File: config.mk
export PLATFORM = sky130hd
export DESIGN_NAME = req_ack_arbiter
export DESIGN_NICKNAME = d
export VERILOG_FILES = /design/src/rtl/req_ack_arb_pkg.sv /design/src/rtl/req_ack_arbiter_rr_pick.sv /design/src/rtl/req_ack_arbiter.sv
export SDC_FILE = /design/constraint.sdc
export NUM_CORES = 1
export LEC_CHECK = 0
export CORE_UTILIZATION = 45
export DETAILED_ROUTE_END_ITERATION = 8
export GPL_TIMING_DRIVEN = 0
export PLACE_DENSITY_LB_ADDON = 0.15
export SLEW_MARGIN = 15
export SYNTH_ARGS = -nofsm -noshare
export SYNTH_HDL_FRONTEND = slang
export SYNTH_HIERARCHICAL = 1
export SYNTH_SLANG_ARGS = --single-unit
File: constraint.sdc
create_clock -name clk -period 3.3 [get_ports clk]
set_clock_uncertainty 0.2 [all_clocks]
set_input_delay 0.66 -clock clk [delete_from_list [all_inputs] [get_ports clk]]
set_output_delay 0.66 -clock clk [all_outputs]
set_load 0.005 [all_outputs]
File: src/rtl/req_ack_arb_pkg.sv
// req_ack_arb_pkg: shared state encoding and default sizing for req_ack_arbiter
package req_ack_arb_pkg;
    typedef enum logic [1:0] {
        IDLE     = 2'd0,
        WAIT_ACK = 2'd1,
        DONE     = 2'd2
    } state_t;
    localparam int N_REQ_DEF       = 4;
    localparam int TIMEOUT_CYC_DEF = 16;
endpackage

File: src/rtl/req_ack_arbiter_rr_pick.sv
// rr_pick: combinational round-robin winner search starting one past the pointer
module rr_pick #(
    parameter int N = 4
) (
    input  logic [N-1:0]         req_i,
    input  logic [$clog2(N)-1:0] ptr_i,
    output logic [$clog2(N)-1:0] idx_o,
    output logic                 vld_o
);
    // scan from farthest to nearest so the index right after the pointer wins
    always_comb begin
        idx_o = '0;
        for (int k = N; k >= 1; k--)
            if (req_i[(int'(ptr_i) + k) % N]) idx_o = ($clog2(N))'((int'(ptr_i) + k) % N);
    end
    assign vld_o = |req_i;
endmodule

File: src/rtl/req_ack_arbiter.sv
// req_ack_arbiter: round-robin arbiter of N_REQ requesters onto one req/ack downstream port;
// define REQ_ACK_ARBITER_SVA_EN to compile the protocol assertions
import req_ack_arb_pkg::*;
module req_ack_arbiter #(
    parameter int N_REQ       = N_REQ_DEF,
    parameter int TIMEOUT_CYC = TIMEOUT_CYC_DEF
) (
    input  logic                     clk,
    input  logic                     rst,
    input  logic [N_REQ-1:0]         req_i,
    output logic [N_REQ-1:0]         ack_o,
    output logic                     dn_req_o,
    output logic [$clog2(N_REQ)-1:0] dn_id_o,
    input  logic                     dn_ack_i,
    output logic                     busy_o,
    output logic                     timeout_o
);
    localparam int IW = $clog2(N_REQ);
    localparam int CW = (TIMEOUT_CYC > 0) ? $clog2(TIMEOUT_CYC + 1) : 1;
    localparam logic [CW-1:0] T_LAST  = CW'((TIMEOUT_CYC > 0) ? TIMEOUT_CYC - 1 : 0);
    localparam logic [CW-1:0] CNT_MAX = '1;
    state_t          state_q, state_d;
    logic [IW-1:0]   id_q, id_d, ptr_q, ptr_d, win_idx;
    logic [CW-1:0]   cnt_q, cnt_d;
    logic            to_q, to_d, win_vld, in_wait, expire;
    rr_pick #(.N(N_REQ)) u_pick (
        .req_i (req_i),
        .ptr_i (ptr_q),
        .idx_o (win_idx),
        .vld_o (win_vld)
    );
    assign in_wait = state_q == WAIT_ACK;
    // next state; an ack arriving on the timeout cycle takes precedence over the abort
    always_comb begin
        expire  = in_wait && !dn_ack_i && (TIMEOUT_CYC != 0) && (cnt_q == T_LAST);
        state_d = (state_q == IDLE) ? (win_vld ? WAIT_ACK : IDLE)
                : in_wait ? (dn_ack_i ? DONE : (expire ? IDLE : WAIT_ACK))
                : IDLE;
        id_d    = (state_q == IDLE && win_vld) ? win_idx : id_q;
        ptr_d   = (state_q == DONE || expire) ? id_q : ptr_q;
        cnt_d   = !in_wait ? '0 : ((cnt_q == CNT_MAX) ? cnt_q : cnt_q + CW'(1));
        to_d    = expire;
    end
    // state registers; reset lands on IDLE with index 0 next in line
    always_ff @(posedge clk or posedge rst) begin
        if (rst) begin
            state_q <= IDLE;
            id_q    <= '0;
            ptr_q   <= IW'(N_REQ - 1);
            cnt_q   <= '0;
            to_q    <= 1'b0;
        end else begin
            state_q <= state_d;
            id_q    <= id_d;
            ptr_q   <= ptr_d;
            cnt_q   <= cnt_d;
            to_q    <= to_d;
        end
    end
    assign dn_req_o  = in_wait;
    assign dn_id_o   = id_q;
    assign busy_o    = state_q != IDLE;
    assign timeout_o = to_q;
    assign ack_o     = (state_q == DONE) ? (N_REQ'(1) << id_q) : '0;
`ifdef REQ_ACK_ARBITER_SVA_EN
    generate
        if (TIMEOUT_CYC != 0) begin : g_sva_to
            a_hold: assert property (@(posedge clk) disable iff (rst)
                $rose(dn_req_o) |-> dn_req_o until (dn_ack_i || timeout_o));
        end else begin : g_sva_nto
            a_hold: assert property (@(posedge clk) disable iff (rst)
                $rose(dn_req_o) |-> dn_req_o s_until_with dn_ack_i);
        end
    endgenerate
    a_onehot: assert property (@(posedge clk) disable iff (rst) $onehot0(ack_o));
    a_stable: assert property (@(posedge clk) disable iff (rst)
        dn_req_o && $past(dn_req_o) |-> $stable(dn_id_o));
`endif
endmodule
# == Word level (Yosys, flattened, before mapping) ==
# Cells that the tools add are included.
# word_totals
ff_bits,12
latch_bits,0
mem_bits_rw,0
rom_bits,0
word_cells,60
memories,0
# classes
add_sub_neg,5
mul,0
div_mod_pow,0
magnitude_cmp,4
n_eq_ne,5
shifts,1
muxes,24
bitwise_logic,4
n_reduce_logical,12
# ops
op,n
3-bit by 4-bit less-than comparator with 1-bit output (second input constant),4
2-bit two-way mux,7
1-bit two-way mux,10
5-bit two-way mux,2
1-bit binary-select mux with 2-bit select,4
2-bit OR reduction,4
5-bit by 1-bit adder with 5-bit output (second input constant),1
5-bit by 4-bit equality test with 1-bit output (second input constant),1
5-bit equality test (second input constant),1
2-bit by 1-bit adder with 2-bit output (second input constant),2
2-bit adder (second input constant),2
1-bit AND (first input constant),4
4-bit two-way mux,1
4-bit OR reduction,1
1-bit by 2-bit left shift with 4-bit output (first input constant),1
1-bit logical AND,3
2-bit by 1-bit equality test with 1-bit output (second input constant),1
2-bit equality test (second input constant),1
2-bit logical NOT,1
2-bit inequality test (second input constant),1
2-bit nonzero test,1
1-bit logical NOT,1
1-bit logical OR,1

# == Depth between registers and ports, before layout ==
# Gate-level depths: netlist (run 1).
# depth
word_depth,10
mapped_depth,6
mapped_depth_nobuf,6

# == Cells and area by module ==
# Netlist (run 1), hierarchy kept.
# modules_own_cells
mod,instances,cells_each,area_each_um2
req_ack_arbiter,1,59,630.6
rr_pick,1,14,91.3

# == Worst setup path after synthesis (run 1) ==
# OpenSTA, ideal clock, no wires.
# synth_timing
path_kind,reg2reg
from,reg cnt_q[0]
to,reg cnt_q[3]
setup_ps,124
arrival_ps,1384
required_time_ps,2976
path_slack_ps,1593
path_stages_with_launch,7
path_buffers,0
synth_period_minus_slack_ps,1707
path_cell_list,dfrtp_1 ha_1 and3_1 ha_1 nand4b_1 xor2_1 nor2_1
# synth_between
elab_chain_cells,3
# synth_rtl
element,line,text
"start, declared",req_ack_arbiter.sv:24,"logic [CW-1:0] cnt_q, cnt_d;"
"start signal, assigned",req_ack_arbiter.sv:56,cnt_q <= cnt_d;
5-bit by 1-bit adder with 5-bit output,req_ack_arbiter.sv:41,cnt_d = !in_wait ? '0 : ((cnt_q == CNT_MAX) ? cnt_q : cnt_q + CW'(1));
5-bit two-way mux (2 in series),req_ack_arbiter.sv:41,
# Several ways; a longest one is shown, not always the timed one. The select of a mux whose other input is x is not followed.
# A chain may end at the register's enable or synchronous reset.

# == Worst setup path after layout (run 1) ==
# layout_timing
from,reg state_q[1]
to,out dn_req_o
# layout_between
elab_chain_cells,1
# layout_rtl
element,line,text
"start, declared",req_ack_arbiter.sv:22,"state_t state_q, state_d;"
"start signal, assigned",req_ack_arbiter.sv:53,state_q <= state_d;
2-bit by 1-bit equality test with 1-bit output,req_ack_arbiter.sv:32,assign in_wait = state_q == WAIT_ACK;
"end, declared",req_ack_arbiter.sv:12,"output logic dn_req_o,"
# Every way passes these cells.

==> reports/results.ini, run 1 <==
[cells_and_area]
fin_util = 0.607
final_cell_mix = clkdlybuf4s50_1, nor2_1, dfrtp_1
nets = 103
n_antenna_cell = 0
final_cells = 107
fill_cells = 140
drive_above_1_share = 0.143
final_common_cell = clkdlybuf4s50_1
synthToLayoutAreaGrowth_pct = 26.7

[clock_network]
cts_resized = 0
clockRootBuffer = clkbuf_4
clk_pin_slew_ns = 0.07
clock-sinks = 12
cts_tree = built
clk_latency_ns = 0.26
ctsHoldBuffers = 0
postCtsSetupRepairBufs = 0
cts_max_path_buffers = 2
cts_buffers = 3
cts_max_level = 1

[global_routing]
grt_max_degree = 13
grt-ovfl-total = 0
grtUsageMet2 = 0.316
grt.met1_usage = 0.216
met3_usage = 0.0388
grt_util_all_layers = 0.183
busiest_layer = met2
grt_pass1_vias = 603
grt_antenna_before_repair = 0
grt_pass1_wl_um = 2480

[synthesis]
ys_ff_latch = 12
ys_warn_count = 6
synth_area_um2 = 722
netlist_instances = 73
synth_cell_types = 29
synth_fp_nets = 83
synth.avg_cell_area_um2 = 9.89
yosysSeqAreaShare = 0.419

[place]
port-buffer-count = 15
post-place-cells = 104
pre_cts_ws_ns = 1.08
place_congestion = 0.624
dp_hpwl_um = 986

[power_and_ir_drop]
power.density_mw_per_mm2 = 577
power.leakage_nw = 0.427
total_power_mw = 0.527
ir_worst_vdd_v = 0.000242

[critical_path]
critPathLaunchType = flip-flop
cp_slowest_cell = clkdlybuf4s50_1
critPathMaxStageDelay_ns = 0.50
worstPathRequired_ns = 2.44
criticalPathCategory = flip-flop to output pin
endpoint_kind = output pin
critPathMaxFanout = 9
arrival_ns = 1.61
path_cells = buf_6 -> nand2b_1 -> inv_1 -> clkdlybuf4s50_1

[floorplanning]
ios = 16
die_h_um = 42.1
start_util = 0.479
coreArea_mm2 = 0.00151
chipWidth_um = 42.1
row_count = 14
dieArea_mm2 = 0.00177

[routing]
antenna_left = 0
wirelength_um = 1270
route.detailed.drc = 0
wl_per_cell_um = 11.9
drtIter0Drc = 5
vias = 552
drtPass1Iterations = 4
drt-vias-per-instance = 5.16

[sta]
hold_viol = 0
rsz0062_at_grt = no
worstMarginPinSlew_ns = 0.455
fin_setup_tns_ns = 0
finalSetupViolCount = 0
slew_headroom = 0.697
period_share = 0.750
setup_ws_ns = 0.825
fin_crit_ns = 2.47
fmax_mhz = 404
drv_slew = 0

[hold_path]
hold_class = flip-flop to flip-flop

[status]
status = completed

[flow_run]
max_cap_viol_count = 0

==> path summary, 6_finish.rpt <==
kind / cells past startpoint / from / end / slack, ns
worst max-delay path: 4 / state_q[1] / dn_req_o / 0.83
worst max register to register: 6 / cnt_q[0] / cnt_q[3] / 1.43
worst min-delay path: 2 / cnt_q[3] / cnt_q[3] / 0.35
min in group asynchronous: 2 / rst / cnt_q[0] / 0.50
worst min register to register: 2 / cnt_q[3] / cnt_q[3] / 0.35
max in group asynchronous: 2 / rst / ptr_q[0] / 2.06
==> report_power, final <==
part           switching (mW)  internal, mW
combinational          0.0774         0.119
clock                  0.0425        0.0421
sequential             0.0498         0.196
total                   0.170         0.358
==> per-layer routing <==
metal  vias up  routed length [µm]
met5         -                   0
met4         0                   0
met3         0                  45
met2        14                 657
met1       260                 569
li1        278                   -
==> stage by stage <==
| stage | area (µm²) | hold WS [ns] |
|---|---|---|
| after floorplan | 722 | 0.297 |
| after global placement | 892 | 0.324 |
| after detailed placement | 892 | 0.325 |
| after CTS | 915 | 0.354 |
| after global routing | 915 | 0.375 |
| final | 915 | 0.352 |
==> area by class of cell <==
type / instances / area, µm² / share of cell area
Buffer: 2 / 18.8 / 0.0205
Clock buffer: 3 / 22.5 / 0.0246
Inverter: 5 / 18.8 / 0.0205
Multi-Input combinational cell: 54 / 382 / 0.417
Sequential cell: 12 / 303 / 0.331
Tap cell: 16 / 20.0 / 0.0219
Timing Repair Buffer: 15 / 150 / 0.164
==> state kept, by name, summed over array words and instances, names as in the netlist <==
name,cells
cnt_q,5
dn_id_o,2
ptr_q,2
state_q,2
timeout_o,1
==> cells by family (layout without fill, tap and decap cells) <==
logic type	count (synthesis)	in the layout	share of synthesized area
simple gates	32	32	0.244
buf+inv	7	25	0.0520
xor+xnor	3	3	0.0364
flops	12	12	0.419
compound gates	8	8	0.0797
fa+ha+maj	3	3	0.0520
mux	8	8	0.116
==> critical path: cells and delay by family, from the launching register on <==
family	cells	cell delay (ns)
flip-flops	1	0.38
buffers and inverters	3	0.74
AND/OR/NAND/NOR	1	0.23
==> Yosys cell counts, drive strengths merged <==
| library cell | instances | area (µm²) |
|---|---|---|
| xor2 | 2 | 17.5 |
| mux2 | 3 | 33.8 |
| or2 | 1 | 8.76 |
| o211ai | 1 | 7.51 |
| a21oi | 4 | 23.8 |
| nand2b | 7 | 43.8 |
| nand2 | 2 | 7.51 |
| and2b | 1 | 7.51 |
| and3 | 1 | 6.26 |
| dfrtp | 10 | 250 |
| nor2 | 14 | 60.1 |
| nor3 | 2 | 10.0 |
| xnor2 | 1 | 8.76 |
| a31oi | 1 | 6.26 |
| mux2i | 5 | 50.1 |
| ha | 3 | 37.5 |
| nand4b | 1 | 8.76 |
| o221ai | 1 | 15.0 |
| nand3b | 1 | 11.3 |
| dfstp | 2 | 52.6 |
| and2 | 1 | 6.26 |
| nor2b | 1 | 6.26 |
| o21ai | 1 | 5.00 |
| buf | 2 | 18.8 |
| inv | 5 | 18.8 |
(Power assumes the default switching activity.)
==> inputs of run 2 (changes only) <==
==> constraint.sdc (replaced) <==
create_clock -name clk -period 2.5 [get_ports clk]
set_clock_uncertainty 0.2 [all_clocks]
set_input_delay 0.5 -clock clk [delete_from_list [all_inputs] [get_ports clk]]
set_output_delay 0.5 -clock clk [all_outputs]
set_load 0.005 [all_outputs]
==> results of run 2 <==
Same layout as run 1 (identical final DEF). Status: completed.
Main changes from that run: setup slack after placement 1.08 ns -> 0.443 ns; setup slack after layout 0.825 ns -> 0.185 ns; hold slack 0.352 ns -> 0.337 ns; register-to-register setup slack 1.43 ns -> 0.63 ns; total power 0.527 mW -> 0.696 mW; worst IR drop on VDD 0.000242 V -> 0.000319 V
